[src/rtl/multi_crop_stream_pkg.sv]
// Shared types and default geometry for the multi-window crop stream.
package crop_pkg;

  // Default frame/window geometry
  localparam int DEF_PBW       = 8;
  localparam int DEF_CHANNELS  = 1;
  localparam int DEF_IN_ROWS   = 9;
  localparam int DEF_IN_COLS   = 9;
  localparam int DEF_NUM_CROPS = 2;

  localparam int YW  = $clog2(DEF_IN_ROWS);
  localparam int XW  = $clog2(DEF_IN_COLS);
  localparam int IDW = (DEF_NUM_CROPS > 1) ? $clog2(DEF_NUM_CROPS) : 1;

  // One output FIFO entry for the default geometry
  typedef struct packed {
    logic [DEF_CHANNELS*DEF_PBW-1:0] pixel;
    logic [IDW-1:0]                  id;
    logic                            last;
  } crop_entry_t;

  // Control FSM: accept input pixels, or expand one pixel into several crop hits
  typedef enum logic [0:0] {
    S_ACCEPT = 1'b0,
    S_EXPAND = 1'b1
  } crop_state_e;

endpackage

[src/rtl/multi_crop_stream_if.sv]
// Stream bus for the crop block: input pixel stream, window config, tagged output stream.
// Handshake: a beat transfers on the rising clock edge where valid and ready are both high;
// valid must not wait for ready, and the payload is held stable while valid is high and ready is low.
interface multi_crop_stream_if #(
  parameter int PW        = 8,
  parameter int IDW       = 1,
  parameter int NUM_CROPS = 2,
  parameter int YW        = 4,
  parameter int XW        = 4
);
  logic [PW-1:0]           pixel_in;
  logic                    in_valid;
  logic                    in_ready;
  logic [NUM_CROPS*YW-1:0] cfg_y;
  logic [NUM_CROPS*XW-1:0] cfg_x;
  logic                    cfg_err;
  logic [PW-1:0]           pixel_out;
  logic [IDW-1:0]          out_crop_id;
  logic                    out_last;
  logic                    out_valid;
  logic                    out_ready;

  // Producer/consumer side (testbench or upstream/downstream logic)
  modport master (
    output pixel_in, in_valid, cfg_y, cfg_x, out_ready,
    input  in_ready, cfg_err, pixel_out, out_crop_id, out_last, out_valid
  );

  // Crop block side
  modport slave (
    input  pixel_in, in_valid, cfg_y, cfg_x, out_ready,
    output in_ready, cfg_err, pixel_out, out_crop_id, out_last, out_valid
  );
endinterface

[src/rtl/multi_crop_stream_fifo.sv]
// Synchronous FIFO for crop output entries; pointers carry one extra wrap bit.
module crop_stream_fifo #(
  parameter int WIDTH = 8,
  parameter int DEPTH = 4
) (
  input  logic             clk,
  input  logic             reset,
  input  logic             push_i,
  input  logic [WIDTH-1:0] din_i,
  input  logic             pop_i,
  output logic [WIDTH-1:0] dout_o,
  output logic             full_o,
  output logic             empty_o
);
  localparam int AW = $clog2(DEPTH);

  logic [WIDTH-1:0] mem_q [DEPTH];
  logic [AW:0]      wr_q, rd_q;

  assign empty_o = (wr_q == rd_q);
  assign full_o  = (wr_q[AW] != rd_q[AW]) && (wr_q[AW-1:0] == rd_q[AW-1:0]);
  assign dout_o  = empty_o ? '0 : mem_q[rd_q[AW-1:0]];

  // Pointer update; a full FIFO refuses pushes even if popped in the same cycle
  always_ff @(posedge clk) begin
    if (reset) begin
      wr_q <= '0;
      rd_q <= '0;
    end else begin
      if (push_i && !full_o) wr_q <= wr_q + 1'b1;
      if (pop_i && !empty_o) rd_q <= rd_q + 1'b1;
    end
  end

  // Storage write
  always_ff @(posedge clk) begin
    if (push_i && !full_o) mem_q[wr_q[AW-1:0]] <= din_i;
  end
endmodule

[src/rtl/multi_crop_stream.sv]
// Streaming multi-window crop: tags every in-window pixel with its crop id and queues it.
module multi_crop_stream
  import crop_pkg::*;
#(
  parameter int PIXEL_BIT_WIDTH = 8,
  parameter int CHANNELS        = 1,
  parameter int IN_ROWS         = 9,
  parameter int IN_COLS         = 9,
  parameter int OUT_ROWS        = 3,
  parameter int OUT_COLS        = 3,
  parameter int NUM_CROPS       = 2,
  parameter int FIFO_DEPTH      = 4
) (
  input  logic                clk,
  input  logic                reset,
  multi_crop_stream_if.slave  bus,
  output crop_state_e         state_o
);
  localparam int PW   = CHANNELS * PIXEL_BIT_WIDTH;
  localparam int Y_W  = $clog2(IN_ROWS);
  localparam int X_W  = $clog2(IN_COLS);
  localparam int ID_W = (NUM_CROPS > 1) ? $clog2(NUM_CROPS) : 1;
  localparam int EW   = PW + ID_W + 1;

  crop_state_e                state_q, state_d;
  logic [Y_W-1:0]             row_q, row_d;
  logic [X_W-1:0]             col_q, col_d;
  logic [NUM_CROPS*Y_W-1:0]   cfg_y_q;
  logic [NUM_CROPS*X_W-1:0]   cfg_x_q;
  logic [NUM_CROPS-1:0]       en_q;
  logic                       cfg_err_q;
  logic [NUM_CROPS-1:0]       rem_q, rem_d;
  logic [NUM_CROPS-1:0]       lastm_q, lastm_d;
  logic [PW-1:0]              pix_q, pix_d;

  logic                       in_ready, accept, first;
  logic [NUM_CROPS*Y_W-1:0]   eff_y;
  logic [NUM_CROPS*X_W-1:0]   eff_x;
  logic [NUM_CROPS-1:0]       en_now, hit, last_hit, sel_mask, rest;
  logic [ID_W-1:0]            sel_id;
  logic                       push, pop, fifo_full, fifo_empty;
  logic [EW-1:0]              push_entry, head_entry;

  function automatic logic [ID_W-1:0] lowest_id(input logic [NUM_CROPS-1:0] m);
    lowest_id = '0;
    for (int k = NUM_CROPS - 1; k >= 0; k--) if (m[k]) lowest_id = ID_W'(k);
  endfunction

  assign in_ready = !reset && (state_q == S_ACCEPT) && !fifo_full;
  assign accept   = bus.in_valid && in_ready;
  assign first    = (row_q == '0) && (col_q == '0);
  // Pixel (0,0) already uses the config presented with it
  assign eff_y    = first ? bus.cfg_y : cfg_y_q;
  assign eff_x    = first ? bus.cfg_x : cfg_x_q;

  // Per-crop enable, window hit and last-pixel flags for the current raster position
  always_comb begin
    int ry, rx, lr, lc;
    ry = 0; rx = 0; lr = 0; lc = 0;
    en_now   = '0;
    hit      = '0;
    last_hit = '0;
    for (int k = 0; k < NUM_CROPS; k++) begin
      ry          = int'(eff_y[k*Y_W +: Y_W]);
      rx          = int'(eff_x[k*X_W +: X_W]);
      en_now[k]   = (ry + OUT_ROWS <= IN_ROWS) && (rx + OUT_COLS <= IN_COLS);
      lr          = int'(row_q) - ry;
      lc          = int'(col_q) - rx;
      hit[k]      = (first ? en_now[k] : en_q[k]) &&
                    (lr >= 0) && (lr < OUT_ROWS) && (lc >= 0) && (lc < OUT_COLS);
      last_hit[k] = (lr == OUT_ROWS - 1) && (lc == OUT_COLS - 1);
    end
  end

  assign sel_mask = (state_q == S_EXPAND) ? rem_q : hit;
  assign sel_id   = lowest_id(sel_mask);
  assign rest     = sel_mask & (sel_mask - NUM_CROPS'(1));

  // FSM, held-pixel registers and FIFO push selection
  always_comb begin
    state_d    = state_q;
    rem_d      = rem_q;
    lastm_d    = lastm_q;
    pix_d      = pix_q;
    push       = 1'b0;
    push_entry = {bus.pixel_in, sel_id, last_hit[sel_id]};
    if (state_q == S_ACCEPT) begin
      push = accept && (|hit);
      if (accept && (|rest)) begin
        state_d = S_EXPAND;
        rem_d   = rest;
        lastm_d = last_hit;
        pix_d   = bus.pixel_in;
      end
    end else begin
      push       = !reset && !fifo_full;
      push_entry = {pix_q, sel_id, lastm_q[sel_id]};
      if (push) begin
        rem_d = rest;
        if (rest == '0) state_d = S_ACCEPT;
      end
    end
  end

  // Raster position of the next input pixel
  always_comb begin
    row_d = row_q;
    col_d = col_q;
    if (accept) begin
      if (col_q == X_W'(IN_COLS - 1)) begin
        col_d = '0;
        row_d = (row_q == Y_W'(IN_ROWS - 1)) ? '0 : row_q + 1'b1;
      end else begin
        col_d = col_q + 1'b1;
      end
    end
  end

  // State registers; config and enables are latched on the (0,0) accept only
  always_ff @(posedge clk) begin
    if (reset) begin
      state_q   <= S_ACCEPT;
      row_q     <= '0;
      col_q     <= '0;
      cfg_y_q   <= '0;
      cfg_x_q   <= '0;
      en_q      <= '0;
      cfg_err_q <= 1'b0;
      rem_q     <= '0;
      lastm_q   <= '0;
      pix_q     <= '0;
    end else begin
      state_q   <= state_d;
      row_q     <= row_d;
      col_q     <= col_d;
      rem_q     <= rem_d;
      lastm_q   <= lastm_d;
      pix_q     <= pix_d;
      cfg_err_q <= accept && first && (en_now != '1);
      if (accept && first) begin
        cfg_y_q <= bus.cfg_y;
        cfg_x_q <= bus.cfg_x;
        en_q    <= en_now;
      end
    end
  end

  assign pop = !reset && !fifo_empty && bus.out_ready;

  crop_stream_fifo #(.WIDTH(EW), .DEPTH(FIFO_DEPTH)) u_fifo (
    .clk     (clk),
    .reset   (reset),
    .push_i  (push),
    .din_i   (push_entry),
    .pop_i   (pop),
    .dout_o  (head_entry),
    .full_o  (fifo_full),
    .empty_o (fifo_empty)
  );

  assign bus.in_ready    = in_ready;
  assign bus.cfg_err     = cfg_err_q;
  assign bus.out_valid   = !reset && !fifo_empty;
  assign bus.pixel_out   = reset ? '0 : head_entry[EW-1 -: PW];
  assign bus.out_crop_id = reset ? '0 : head_entry[ID_W:1];
  assign bus.out_last    = reset ? 1'b0 : head_entry[0];
  assign state_o         = state_q;
endmodule

[src/flat_wrapper.sv]
// flat-port wrapper written by rule: the top's interface ports become plain ports
module multi_crop_stream_flat import crop_pkg::*;
#(
  parameter int PIXEL_BIT_WIDTH = 8,
  parameter int CHANNELS        = 1,
  parameter int IN_ROWS         = 9,
  parameter int IN_COLS         = 9,
  parameter int OUT_ROWS        = 3,
  parameter int OUT_COLS        = 3,
  parameter int NUM_CROPS       = 2,
  parameter int FIFO_DEPTH      = 4
)
  (clk, reset, state_o, bus_pixel_in, bus_in_valid, bus_cfg_y, bus_cfg_x, bus_out_ready, bus_in_ready, bus_cfg_err, bus_pixel_out, bus_out_crop_id, bus_out_last, bus_out_valid);
  multi_crop_stream_if #(.PW((8)), .IDW((1)), .NUM_CROPS(NUM_CROPS), .YW((4)), .XW((4))) bus_i ();
  input  logic clk;
  input  logic reset;
  output crop_state_e state_o;
  input wire logic [$bits(bus_i.pixel_in)-1:0] bus_pixel_in;
  input wire logic [$bits(bus_i.in_valid)-1:0] bus_in_valid;
  input wire logic [$bits(bus_i.cfg_y)-1:0] bus_cfg_y;
  input wire logic [$bits(bus_i.cfg_x)-1:0] bus_cfg_x;
  input wire logic [$bits(bus_i.out_ready)-1:0] bus_out_ready;
  output wire logic [$bits(bus_i.in_ready)-1:0] bus_in_ready;
  output wire logic [$bits(bus_i.cfg_err)-1:0] bus_cfg_err;
  output wire logic [$bits(bus_i.pixel_out)-1:0] bus_pixel_out;
  output wire logic [$bits(bus_i.out_crop_id)-1:0] bus_out_crop_id;
  output wire logic [$bits(bus_i.out_last)-1:0] bus_out_last;
  output wire logic [$bits(bus_i.out_valid)-1:0] bus_out_valid;
  assign bus_i.pixel_in = bus_pixel_in;
  assign bus_i.in_valid = bus_in_valid;
  assign bus_i.cfg_y = bus_cfg_y;
  assign bus_i.cfg_x = bus_cfg_x;
  assign bus_i.out_ready = bus_out_ready;
  assign bus_in_ready = bus_i.in_ready;
  assign bus_cfg_err = bus_i.cfg_err;
  assign bus_pixel_out = bus_i.pixel_out;
  assign bus_out_crop_id = bus_i.out_crop_id;
  assign bus_out_last = bus_i.out_last;
  assign bus_out_valid = bus_i.out_valid;
  multi_crop_stream #(.PIXEL_BIT_WIDTH(PIXEL_BIT_WIDTH), .CHANNELS(CHANNELS), .IN_ROWS(IN_ROWS), .IN_COLS(IN_COLS), .OUT_ROWS(OUT_ROWS), .OUT_COLS(OUT_COLS), .NUM_CROPS(NUM_CROPS), .FIFO_DEPTH(FIFO_DEPTH)) u_core (.clk(clk), .reset(reset), .bus(bus_i), .state_o(state_o));
endmodule
[config.mk]
export PLATFORM = sky130hd
export DESIGN_NAME = multi_crop_stream_flat
export DESIGN_NICKNAME = d
export VERILOG_FILES = /design/src/rtl/multi_crop_stream_pkg.sv /design/src/rtl/multi_crop_stream_if.sv /design/src/rtl/multi_crop_stream_fifo.sv /design/src/rtl/multi_crop_stream.sv /design/src/flat_wrapper.sv
export SDC_FILE = /design/constraint.sdc
export NUM_CORES = 1
export LEC_CHECK = 0
export BUFFER_PORTS_ARGS = -buffer_cell sky130_fd_sc_hd__buf_4
export CAP_MARGIN = 20
export CORE_MARGIN = 4
export CORE_UTILIZATION = 35
export CTS_CLUSTER_DIAMETER = 50
export DETAILED_ROUTE_END_ITERATION = 7
export GPL_TIMING_DRIVEN = 0
export HOLD_SLACK_MARGIN = 0.05
export PLACE_DENSITY = 0.5
export SLEW_MARGIN = 10
export SYNTH_ARGS = -nofsm -noshare
export SYNTH_HDL_FRONTEND = slang
export SYNTH_SLANG_ARGS = --single-unit
[constraint.sdc]
create_clock -name clk -period 5.55 [get_ports clk]
set_input_delay 1.665 -clock clk [delete_from_list [all_inputs] [get_ports clk]]
set_output_delay 1.665 -clock clk [all_outputs]
set_load 0.03 [all_outputs]
Yosys cells after proc, flatten, opt, wreduce, memory -nomap -nowiden:

Memory sizes are Yosys's and may differ from the RTL's. A register that Yosys moved wholly into a read port is not among the register bits.
Cells that the tools add are included.

* logic and storage cells: 120
* input bits: 28
* memories: 1
* output and inout bits: 14
* RAM bits: 40
* register bits after elaboration: 46

Memories
* u_core.u_fifo.mem_q: words 4, width 10, read ports 1, clocked after memory_dff 1, write ports 1, line multi_crop_stream_fifo.sv:17 `logic [WIDTH-1:0] mem_q [DEPTH];`

* order comparisons: 13
* bitwise logic cells: 2
* reductions and logical operators: 38
* eq/ne operators: 11
* multiplexer cells: 30
* add/sub/neg operators: 13

Operator list (number)
* 32-bit by 3-bit == test with 1-bit output (second input constant): 4
* 32-bit by 1-bit greater-or-equal comparator with 1-bit output (second input constant): 4
* 32-bit by 5-bit <= comparator with 1-bit output (second input constant): 4
* 32-bit by 3-bit < comparator with 1-bit output (second input constant): 4
* 1-bit logical AND: 26
* 8-bit two-way mux: 3
* 4-bit by 2-bit adder with 5-bit output (second input constant): 4
* 10-bit two-way mux: 2
* 4-bit by 4-bit subtractor with 5-bit output: 4
* 1-bit two-way mux: 17
* 2-bit two-way mux: 6
* 4-bit by 1-bit adder with 4-bit output (second input constant): 2
* 4-bit == test (second input constant): 2
* 4-bit logical NOT: 2
* 4-bit two-way mux: 2
* 3-bit by 1-bit adder with 3-bit output (second input constant): 2
* 2-bit AND reduction: 3
* 2-bit inequality test (second input constant): 2
* 2-bit OR reduction: 2
* 3-bit == test: 1
* 1-bit logical NOT: 3
* 2-bit bitwise AND: 1
* 2-bit == test: 1
* 2-bit logical NOT: 1
* other kinds (5): 5

Logic depth before layout (Yosys ltp):

Gate-level depths: netlist of the first run.

* depth in word-level cells: 18
* gate-level depth with buffers: 19
* mapped depth without buffers: 15

Cells and area by module:

From an unflattened synthesis of the first run, not the netlist that was laid out.

* cell total of the unflattened synthesis: 549
* area, all modules: 5397.7 sq um

By module, submodules not included
* multi_crop_stream: cells an instance 417, area an instance 3326.9 sq um, sequential area each 780.7 sq um, times used 1
* crop_stream_fifo: cells an instance 132, area an instance 2070.7 sq um, sequential area each 1361.3 sq um, times used 1

Worst setup path before layout of the first run:

Ideal clock, no wire load.

* kind: register to register
* start point: register u_core.row_q[1]
* end point: memory u_core.u_fifo.mem_q[0][0] (netlist bit) (enable)
* setup time: 343 ps
* arrival time: 4530 ps
* required time: 5207 ps
* buffers on the path: 3
* clock period less this slack: 4874 ps
* stages on the path, launching flop included: 19
* slack: 676 ps
* cell sequence: dfxtp_1 clkbuf_1 inv_1 ha_1 nand4bb_1 or2_0 clkbuf_1 buf_1 mux2_2 ha_1 inv_1 ha_1 a31oi_2 xnor2_1 or3_1 or4_4 a21oi_1 or2_2 and2_1

* longest elaborated chain between the ends: 17
* elaborated cells on any way between the ends: 42
* those cells by class: add/sub (8); order compare (12); mux (7); reduce/logical (15)

Ends and longest elaborated chain
* start, declared: line multi_crop_stream.sv:26 `logic [Y_W-1:0] row_q, row_d;`
* start signal, assigned: line multi_crop_stream.sv:134 `row_q <= row_d;`
* 4-bit logical NOT: line multi_crop_stream.sv:51 `assign first = (row_q == '0) && (col_q == '0);`
* 1-bit logical AND: line multi_crop_stream.sv:51
* 8-bit two-way mux (on tied branches): line multi_crop_stream.sv:53, multi_crop_stream.sv:54
* 4-bit by 2-bit adder with 5-bit output: line multi_crop_stream.sv:66 `en_now[k] = (ry + OUT_ROWS <= IN_ROWS) && (rx + OUT_COLS <= IN_COLS);`
* 32-bit by 5-bit <= comparator with 1-bit output: line multi_crop_stream.sv:66
* 1-bit logical AND: line multi_crop_stream.sv:66
* 1-bit two-way mux: line multi_crop_stream.sv:69 `hit[k] = (first ? en_now[k] : en_q[k]) &&`
* 1-bit logical AND: line multi_crop_stream.sv:69
* 1-bit logical AND (3 in series): line multi_crop_stream.sv:70 `(lr >= 0) && (lr < OUT_ROWS) && (lc >= 0) && (lc < OUT_COLS);`
* 2-bit OR reduction *: line multi_crop_stream.sv:88 `push = accept && (|hit);`
* 1-bit logical AND *: line multi_crop_stream.sv:88
* 1-bit two-way mux *: line multi_crop_stream.sv:87 `if (state_q == S_ACCEPT) begin`
* 1-bit logical AND *: line multi_crop_stream_fifo.sv:37 `if (push_i && !full_o) mem_q[wr_q[AW-1:0]] <= din_i;`
* 1-bit two-way mux *: line multi_crop_stream_fifo.sv:37
* 1-bit two-way mux (not written as such) *: line multi_crop_stream_fifo.sv:37
* end, declared: line multi_crop_stream_fifo.sv:17

Mark *: on every way between the ends. The rest lies on a longest branch, timed or not.

Worst setup path in the final report of the first run:

* start point: register u_core.row_q[1]
* end point: memory u_core.u_fifo.mem_q[0][6] (netlist bit) (enable)

The elaborated chain is that of the path after synthesis.

==> metrics.txt, run 1 <==
outcome finished, final reports clean; fin worst setup slack 0.551 ns; std cell rows 40; Syn Area/Cell 10.9 um^2; Via density 4.94; GR met1 Demand/Resource 18.3%; IO Count 42; DRC 0; Relative slew margins 41.7%; first-pass GRT wire length 16300 um; Reg power frac 45.2%; TritonCTS clock tree done; final number of hold-violating endpoints 0; Post-CTS Setup Bufs 0; final period utilization 90.1%; layout cells sized above 1 21.7%; met3 Use GR 3.79%; Ys Warns 0; Routed WL 10300 um; Net Sw Frac 23.3%; Tightest Pin Transition 0.874 ns; Hold Crit Class reg2reg; top post-synthesis cells by count nand2_1 (52), dfxtp_1 (47), edfxtp_1 (40), mux2i_1 (26); dpl ws -0.360 ns; Syn Inst Count 409; vias in the first global route 3127; power per cell area 284 nW/um^2; Slew Viols, Final 0; post-synth cell types 51; per-cell routed wire length 16.2 um; 1st-iter DRT viols 212; CP max stage delay 0.55 ns; clock skew 0.00627 ns; Max Cap Viol 0; Crit Path Max Fanout 10; CP max-delay cell or4_4; nets@finish 514; setup violators final 0; synth top area cells edfxtp_1 (27%), dfxtp_1 (21%), ha_1 (7.0%); Horiz. Die Dim 121 um; P_sw 352 uW; I/O Buffers 41; root buf cell clkbuf_16; GR peak layer met2; top cell type's share of synthesized area 27.0%; Final Power 1510 uW; Post-DP Area 4970 um^2; FF-to-FF Start u_core.row_q[1]; Post-synth EDFFs 40; Max VDD drop 0.000127 V; Comb pwr share 10.9%; internal power 1160 uW; largest area contributor in the netlist edfxtp_1; crit end category register; cell with the most instances after synthesis nand2_1; Post-Layout Inst Area 5320 um^2; Layout area overhead 19.3%; Critical Path Source Type register; Post-synth ARST share 0%; detailed placement HPWL 7640 um; DRT antenna net count 0; hold_ws 0.456 ns; pin count of the biggest net entering global routing 16; clk buf depth 2; CP arrival 5.01 ns; #FFs+latches synth 87; routed vias 3131; initial core utilization 36.3%; setup repair after global routing missed its margin false; Pleak 0.00201 uW; Final TNS setup 0 ns; Post-Syn Nets 462; DR pass1 iterations 5; RePlAce Congestion 0.811; met2 usage 25.4%; die height 121 um; Req. time, crit path 5.56 ns; Most used DFF post-synth dfxtp_1; Core ar. 12300 um^2; Tot GR Track Use 14.8%; fin crit period 5.00 ns; crit-path cells clkbuf_2, inv_1, ha_1, nand4bb_1, or2_0, clkbuf_2, buf_2, mux2_2, ha_1, inv_1, ha_1, a31oi_2, xnor2_1, or3_1, or4_4, a21oi_1, or2_2, and2_2; Ant. Diodes 0; CTS Buf Count 9; max frequency 200 MHz; worst skew pair latency 0.34 ns; die area 14600 um^2; Hold Path Origin u_core.cfg_x_q[7]; grt total ovfl 0; Clock transition at path regs 0.06 ns; kind of critical path reg2reg; fillcell total 1208; H-tree depth 3; clock power share 43.9%; CTS Sinks 87; CP dominant cell by count ha_1; Crit. Startpoint u_core.row_q[1]; initial antenna violation count 0; Mapped Area 4460 um^2; register area share after synthesis 48.1%
## power by group through the flow
stage | sequential (uW) | combinational, uW | clock [uW]
3_3_place_gp | 697 | 163 | 0
2_1_floorplan | 697 | 110 | 0
5_1_grt | 683 | 185 | 706
3_5_place_dp | 697 | 165 | 0
6_report | 683 | 165 | 663
4_1_cts | 683 | 166 | 680
## area by class of cell
class	instances	area [um^2]	area share, %
Clock buffer	10	239	4.50
Inverter	14	52.6	0.988
Sequential cell	87	2140	40.3
Clock inverter	6	92.6	1.74
Tap cell	168	210	3.95
Buffer	21	91.3	1.72
Multi-Input combinational cell	287	2180	41.0
Timing Repair Buffer	41	308	5.79
## layer usage
layer / vias up / part of all wire, %
li1: 1590 / -
met1: 1492 / 45
met2: 40 / 51
met3: 9 / 2.8
met4: 0 / 1.2
met5: - / 0
## logic make-up (layout without fill, tap and decap cells)
| family | Yosys count | after routing | share of synthesized area (%) |
|---|---|---|---|
| xor gates and xnor gates | 18 | 18 | 3.54 |
| muxes | 49 | 49 | 14.2 |
| DFF | 87 | 87 | 48.1 |
| and+or+nand+nor | 136 | 136 | 15.6 |
| adders and majority gates | 25 | 25 | 7.02 |
| AOI/OAI and AO/OA | 59 | 59 | 8.48 |
| buffers and inverters | 35 | 92 | 3.12 |
## state kept, by name (all words and copies together) (netlist names), 2 cells and up, named ones only
signal / cells
u_core.cfg_y_q: 8
u_core.u_fifo.wr_q: 3
u_core.col_q: 4
u_core.u_fifo.rd_q: 3
u_core.cfg_x_q: 8
u_core.pix_q: 8
u_core.en_q: 2
u_core.row_q: 4
u_core.lastm_q: 2
u_core.u_fifo.mem_q: 40
## worst paths after layout
check / end / slack (ns) / cells after the start
max: u_core.u_fifo.mem_q[0][6] / 0.55 / 18
min: u_core.cfg_x_q[7] / 0.46 / 2
max reg2reg: u_core.u_fifo.mem_q[0][6] / 0.55 / 18
min reg2reg: u_core.cfg_x_q[7] / 0.46 / 2
## timing repair
item / 4_1_cts / 5_1_grt
endpoints found under the setup margin: 41 / 57
hold buffers: 0 / 0
pin swaps: 0 / 0
gates resized for setup: 5 / 6
## worst max-delay path: cells and delay by family (launching register included)
family          cells  cell delay, ns
compound gates      2            0.31
xor+xnor            1            0.14
buf+inv             5            1.02
mux                 1            0.38
fa+ha+maj           3            0.64
simple gates        6            1.85
flops               1            0.33
## through the flow
| stage | cells | utilization, % |
|---|---|---|
| floorplan | 409 | - |
| global placement | 618 | 40.6 |
| detailed placement | 618 | 40.6 |
| CTS | 634 | 43.3 |
| global route | 634 | 43.4 |
| finish | 634 | 43.4 |
## cell usage in the layout (no fill, tap or decap), drive strengths merged, types with 2 or more instances in the layout
cell type and instances:
nor2 26, mux2 13, clkinvlp 2, a21oi 17, o2111ai 3, inv 15, nor3b 2, o21ai 12
nand4 7, nand3b 7, nor3 4, mux4 10, ha 25, clkbuf 27, o21a 3, bufinv 2
a31oi 11, and2 14, dfxtp 47, xnor2 9, buf 45, nand2 52, xor2 9, a31o 3
or2 4, mux2i 26, edfxtp 40, nor2b 3, nand3 5, o22ai 2, nand2b 4
No activity file was read; power rests on OpenSTA's default activity.
==> run 2: changes to the inputs <==
- CORE_ASPECT_RATIO: unset -> 1.75
- CORE_UTILIZATION: 35 -> 59
- PLACE_DENSITY: 0.5 -> 0.77
==> metrics.txt, run 2 (synthesis gave the netlist of run 1 again) <==
kind of critical path reg2reg; clock skew 0.00563 ns; initial core utilization 61.2%; per-cell routed wire length 19.0 um; IO Count 42; Crit Path Max Fanout 10; fillcell total 568; Via density 5.97; crit end category register; non-filler cells in the finished layout 552; power per cell area 281 nW/um^2; fin worst setup slack 0.505 ns; TritonCTS clock tree done; final number of hold-violating endpoints 0; std cell rows 41; detailed placement HPWL 7660 um; root buf cell clkbuf_16; Tightest Pin Transition 0.840 ns; CP arrival 5.05 ns; commonest non-fill, non-tap cell in the layout nand2_1; Relative slew margins 44.0%; Hold Crit Class reg2reg; layout cells sized above 1 21.2%; hold_ws 0.452 ns; nets@finish 514; setup repair after global routing missed its margin false; Comb pwr share 11.6%; Largest register FFs 40; placed cells 536; max frequency 198 MHz; CTS Sinks 87; fin crit period 5.05 ns; Req. time, crit path 5.55 ns; Post-CTS Setup Bufs 0; Core ar. 7280 um^2; Routed WL 10500 um; flip-flop and latch area 2140 um^2; Final Power 1450 uW; clock power share 41.4%; Net Sw Frac 22.8%; dpl ws -0.290 ns; Post-DP Area 4870 um^2; final period utilization 90.9%; die area 9060 um^2; clk buf depth 2; Max Cap Viol 0; Critical Path Source Type register; Tot GR Track Use 24.6%; Clock transition at path regs 0.06 ns; H-tree depth 3; Ant. Diodes 0; I/O Buffers 41; commonest non-fill, non-tap cells in the layout nand2_1 (52), dfxtp_1 (47), buf_4 (41); RePlAce Congestion 0.913; die height 123 um; 1st-iter DRT viols 216; Layout area overhead 16.3%; P_sw 332 uW; DRT antenna net count 0; pin count of the biggest net entering global routing 15; first-pass GRT wire length 16500 um; DRC 0; DR pass1 iterations 4; setup violators final 0; Reg power frac 47.0%; CTS Buf Count 9; worst skew pair latency 0.34 ns; Max VDD drop 0.000179 V; initial antenna violation count 0; Pleak 0.00200 uW; vias in the first global route 3324; Horiz. Die Dim 73.7 um; Slew Viols, Final 0; multi-input logic area 2180 um^2; grt total ovfl 0; outcome finished, final reports clean; routed vias 3296; Post-Layout Inst Area 5180 um^2; internal power 1120 uW
-- run 2: changes by cell type in the layout (fill, tap and decap cells not counted), sizes merged --
cell / change
inv: -1
bufinv: -1
clkinvlp: -1
clkbuf: +3
-- run 2: final cells by class --
class | count | area share [%]
buffer | 21 | 1.76
clock inverter | 3 | 0.820
sequential | 87 | 41.3
multi-input combinational | 287 | 42.1
inverter | 14 | 1.01
timing repair buffer | 41 | 5.94
tap | 86 | 2.08
clock buffer | 13 | 5.02
-- run 2: critical path, cell delays in order, from the launching register on --
cell and delay (ns):
dfxtp_1 0.33, clkbuf_2 0.26, inv_1 0.11, ha_1 0.28
nand4bb_1 0.22, or2_0 0.15, clkbuf_2 0.24, buf_2 0.33
mux2i_1 0.33, ha_1 0.32, a31o_2 0.25, a31oi_1 0.17
xnor2_1 0.09, nor4b_1 0.42, nand3_1 0.29, a21oi_1 0.36
or2_2 0.22, and2_2 0.36
-- run 2: path summary, 6_finish.rpt --
| path | from | endpoint | slack (ns) | cells past startpoint |
|---|---|---|---|---|
| setup reg to reg | u_core.row_q[1] | u_core.u_fifo.mem_q[1][6] | 0.50 | 17 |
| hold reg to reg | u_core.en_q[1] | u_core.en_q[1] | 0.45 | 2 |
| hold / removal | u_core.en_q[1] | u_core.en_q[1] | 0.45 | 2 |
| setup / recovery | u_core.row_q[1] | u_core.u_fifo.mem_q[1][6] | 0.50 | 17 |
-- run 2: what timing repair did --
| item | in CTS | in global routing |
|---|---|---|
| endpoints found under the setup margin | 41 | 56 |
| pin swaps | 0 | 0 |
| hold buffers | 0 | 0 |
| resized for setup | 4 | 7 |
-- run 2: per-stage QoR --
stage / util, % / setup TNS, ns
6_report: 71.2 / 0
3_3_place_gp: 66.9 / -7.08
4_1_cts: 71.1 / 0
5_1_grt: 71.2 / 0
2_1_floorplan: - / 0
3_5_place_dp: 66.9 / -9.01
-- run 2: layer usage --
metal	wire [um]	global-route usage [%]
met3	441	4.23
met1	3730	24.5
met5	0	0
met4	448	14.7
met2	5890	45.8
-- run 2: power groups by stage --
stage / Sequential [uW] / Clock, uW / Combinational [uW]
3_5_place_dp: 697 / 0 / 166
5_1_grt: 684 / 643 / 186
6_report: 684 / 603 / 168
3_3_place_gp: 697 / 0 / 161
2_1_floorplan: 697 / 0 / 110
4_1_cts: 684 / 609 / 168
==> run 3: changes to the inputs <==
- CORE_UTILIZATION: 59 -> 50
- PLACE_DENSITY: 0.77 -> 0.67
==> metrics.txt, run 3 (synthesis gave the netlist of run 1 again) <==
CTS Buf Count 9; critical path's top delay family simple AND/OR/NAND/NOR gates; Crit Path Max Fanout 10; Layout area overhead 17.5%; Tot GR Track Use 20.6%; Reg power frac 46.3%; die height 133 um; placed cells 567; CTS Sinks 87; per-cell routed wire length 17.5 um; detailed placement HPWL 7650 um; R2R Setup Slk 0.47 ns; final number of hold-violating endpoints 0; Hold Path Origin u_core.cfg_x_q[3]; Net Sw Frac 23.0%; DR pass1 iterations 4; Endpoint, Worst Hold u_core.cfg_x_q[3]; Routed WL 10200 um; Largest register FFs 40; non-filler cells in the finished layout 583; Buf/Inv on CP 4; FF-to-FF Start u_core.row_q[1]; first-pass GRT wire length 16300 um; Hold Path Stages 2; Horiz. Die Dim 79.4 um; commonest non-fill, non-tap cells in the layout nand2_1 (52), dfxtp_1 (47), buf_4 (41); Clock transition at path regs 0.06 ns; flip-flop and latch area 2140 um^2; kind of critical path reg2reg; Slew Viols, Final 0; met2 WL 5650 um; H-tree depth 3; TritonCTS clock tree done; Critical Path Source Type register; routed vias 3213; 1st-iter DRT viols 123; commonest non-fill, non-tap cell in the layout nand2_1; Ant. Diodes 0; Req. time, crit path 5.56 ns; routed length on met1 3710 um; initial antenna violation count 0; outcome finished, final reports clean; fillcell total 765; vias in the first global route 3237; IO Count 42; Max Cap Viol 0; multi-input logic area 2180 um^2; DRC 0; Pleak 0.00201 uW; setup violators final 0; cts hold-fix bufs 0; die area 10500 um^2; grt total ovfl 0; Core ar. 8670 um^2; clock power share 42.4%; highest metal used met4; pin count of the biggest net entering global routing 15; nets@finish 514; Hold Crit Class reg2reg; root buf cell clkbuf_16; Reg-to-Reg End u_core.u_fifo.mem_q[2][5]; final period utilization 91.6%; layout cells sized above 1 21.5%; clk buf depth 2; Via density 5.51; P_sw 340 uW; Register-to-Register Path Depth 17; clock skew 0.00609 ns; CP arrival 5.09 ns; Tightest Pin Transition 0.874 ns; std cell rows 45; initial core utilization 51.4%; Post-Layout Inst Area 5240 um^2; power per cell area 282 nW/um^2; setup repair after global routing missed its margin false; worst skew pair latency 0.34 ns; routed wl met3 410 um; Max VDD drop 0.000184 V; Post-DP Area 4910 um^2; internal power 1140 uW; Relative slew margins 41.7%; Comb pwr share 11.3%; CP max-delay cell nor4b_1; fin crit period 5.08 ns; crit-path cells clkbuf_2, inv_1, ha_1, nand4bb_1, or2_0, clkbuf_2, buf_2, mux2i_1, ha_1, a31o_2, a31oi_1, xnor2_1, nor4b_1, nand3_1, a21oi_1, or2_2, and2_2; I/O Buffers 41; crit end category register; max frequency 197 MHz; RePlAce Congestion 0.918; DRT antenna net count 0; CP max stage delay 0.39 ns; Final Power 1480 uW
==> run 3: worst max path at each step <==
stage	from	to	slack, ns	cells after the start
after floorplan	u_core.row_q[1]	u_core.u_fifo.mem_q[0][0]	0.68	18
after global placement	u_core.row_q[1]	u_core.u_fifo.mem_q[1][7]	-0.31	17
after detailed placement	u_core.row_q[1]	u_core.u_fifo.mem_q[1][8]	-0.40	17
after CTS	u_core.row_q[1]	u_core.u_fifo.mem_q[2][5]	0.02	17
after global routing	u_core.row_q[1]	u_core.u_fifo.mem_q[2][5]	0.02	17
final	u_core.row_q[1]	u_core.u_fifo.mem_q[2][5]	0.47	17
==> run 3: stage by stage <==
step | TNS (ns) | hold WS (ns) | utilization (%) | worst slack, ns
finish | 0 | 0.457 | 60.4 | 0.466
global route | 0 | 0.474 | 60.4 | 0.0167
CTS | 0 | 0.457 | 60.4 | 0.0203
detailed placement | -14.22 | 0.448 | 56.6 | -0.399
global placement | -11.03 | 0.441 | 56.6 | -0.307
floorplan | 0 | 0.433 | - | 0.676
==> run 3: power groups by stage <==
| stage | Combinational [uW] | Sequential (uW) | Clock [uW] |
|---|---|---|---|
| 6_report | 166 | 684 | 627 |
| 5_1_grt | 186 | 684 | 662 |
| 4_1_cts | 167 | 683 | 637 |
| 3_5_place_dp | 166 | 697 | 0 |
| 3_3_place_gp | 163 | 697 | 0 |
| 2_1_floorplan | 110 | 697 | 0 |
==> run 3: worst register-to-register path, cell delays in order, from the launching register on <==
cell and delay [ns]:
dfxtp_1 0.33, clkbuf_2 0.25, inv_1 0.12, ha_1 0.28
nand4bb_1 0.23, or2_0 0.14, clkbuf_2 0.23, buf_2 0.34
mux2i_1 0.33, ha_1 0.32, a31o_2 0.26, a31oi_1 0.19
xnor2_1 0.10, nor4b_1 0.39, nand3_1 0.31, a21oi_1 0.38
or2_2 0.21, and2_2 0.35
==> run 3: layer usage <==
metal	GRT usage (%)	vias up
met5	0	-
met4	11.4	0
met3	3.13	27
met2	38.3	91
met1	21.2	1513
li1	-	1582
==> run 3: final cells by class <==
| type | instances | share of cell area (%) |
|---|---|---|
| plain buffers | 21 | 1.74 |
| flip-flops and latches | 87 | 40.9 |
| multi-input cells | 287 | 41.6 |
| clock inverters | 4 | 0.979 |
| inverters | 14 | 1.00 |
| well taps | 117 | 2.79 |
| clock buffers | 12 | 5.09 |
| repair buffers | 41 | 5.88 |
==> run 3: timing repair <==
item / in CTS / in global routing
hold endpoints to repair: 0 / 0
gates resized for setup: 5 / 6
pin swaps: 0 / 0
endpoints found under the setup margin: 41 / 58
cloned: 0 / 0
setup buffers: 0 / 0
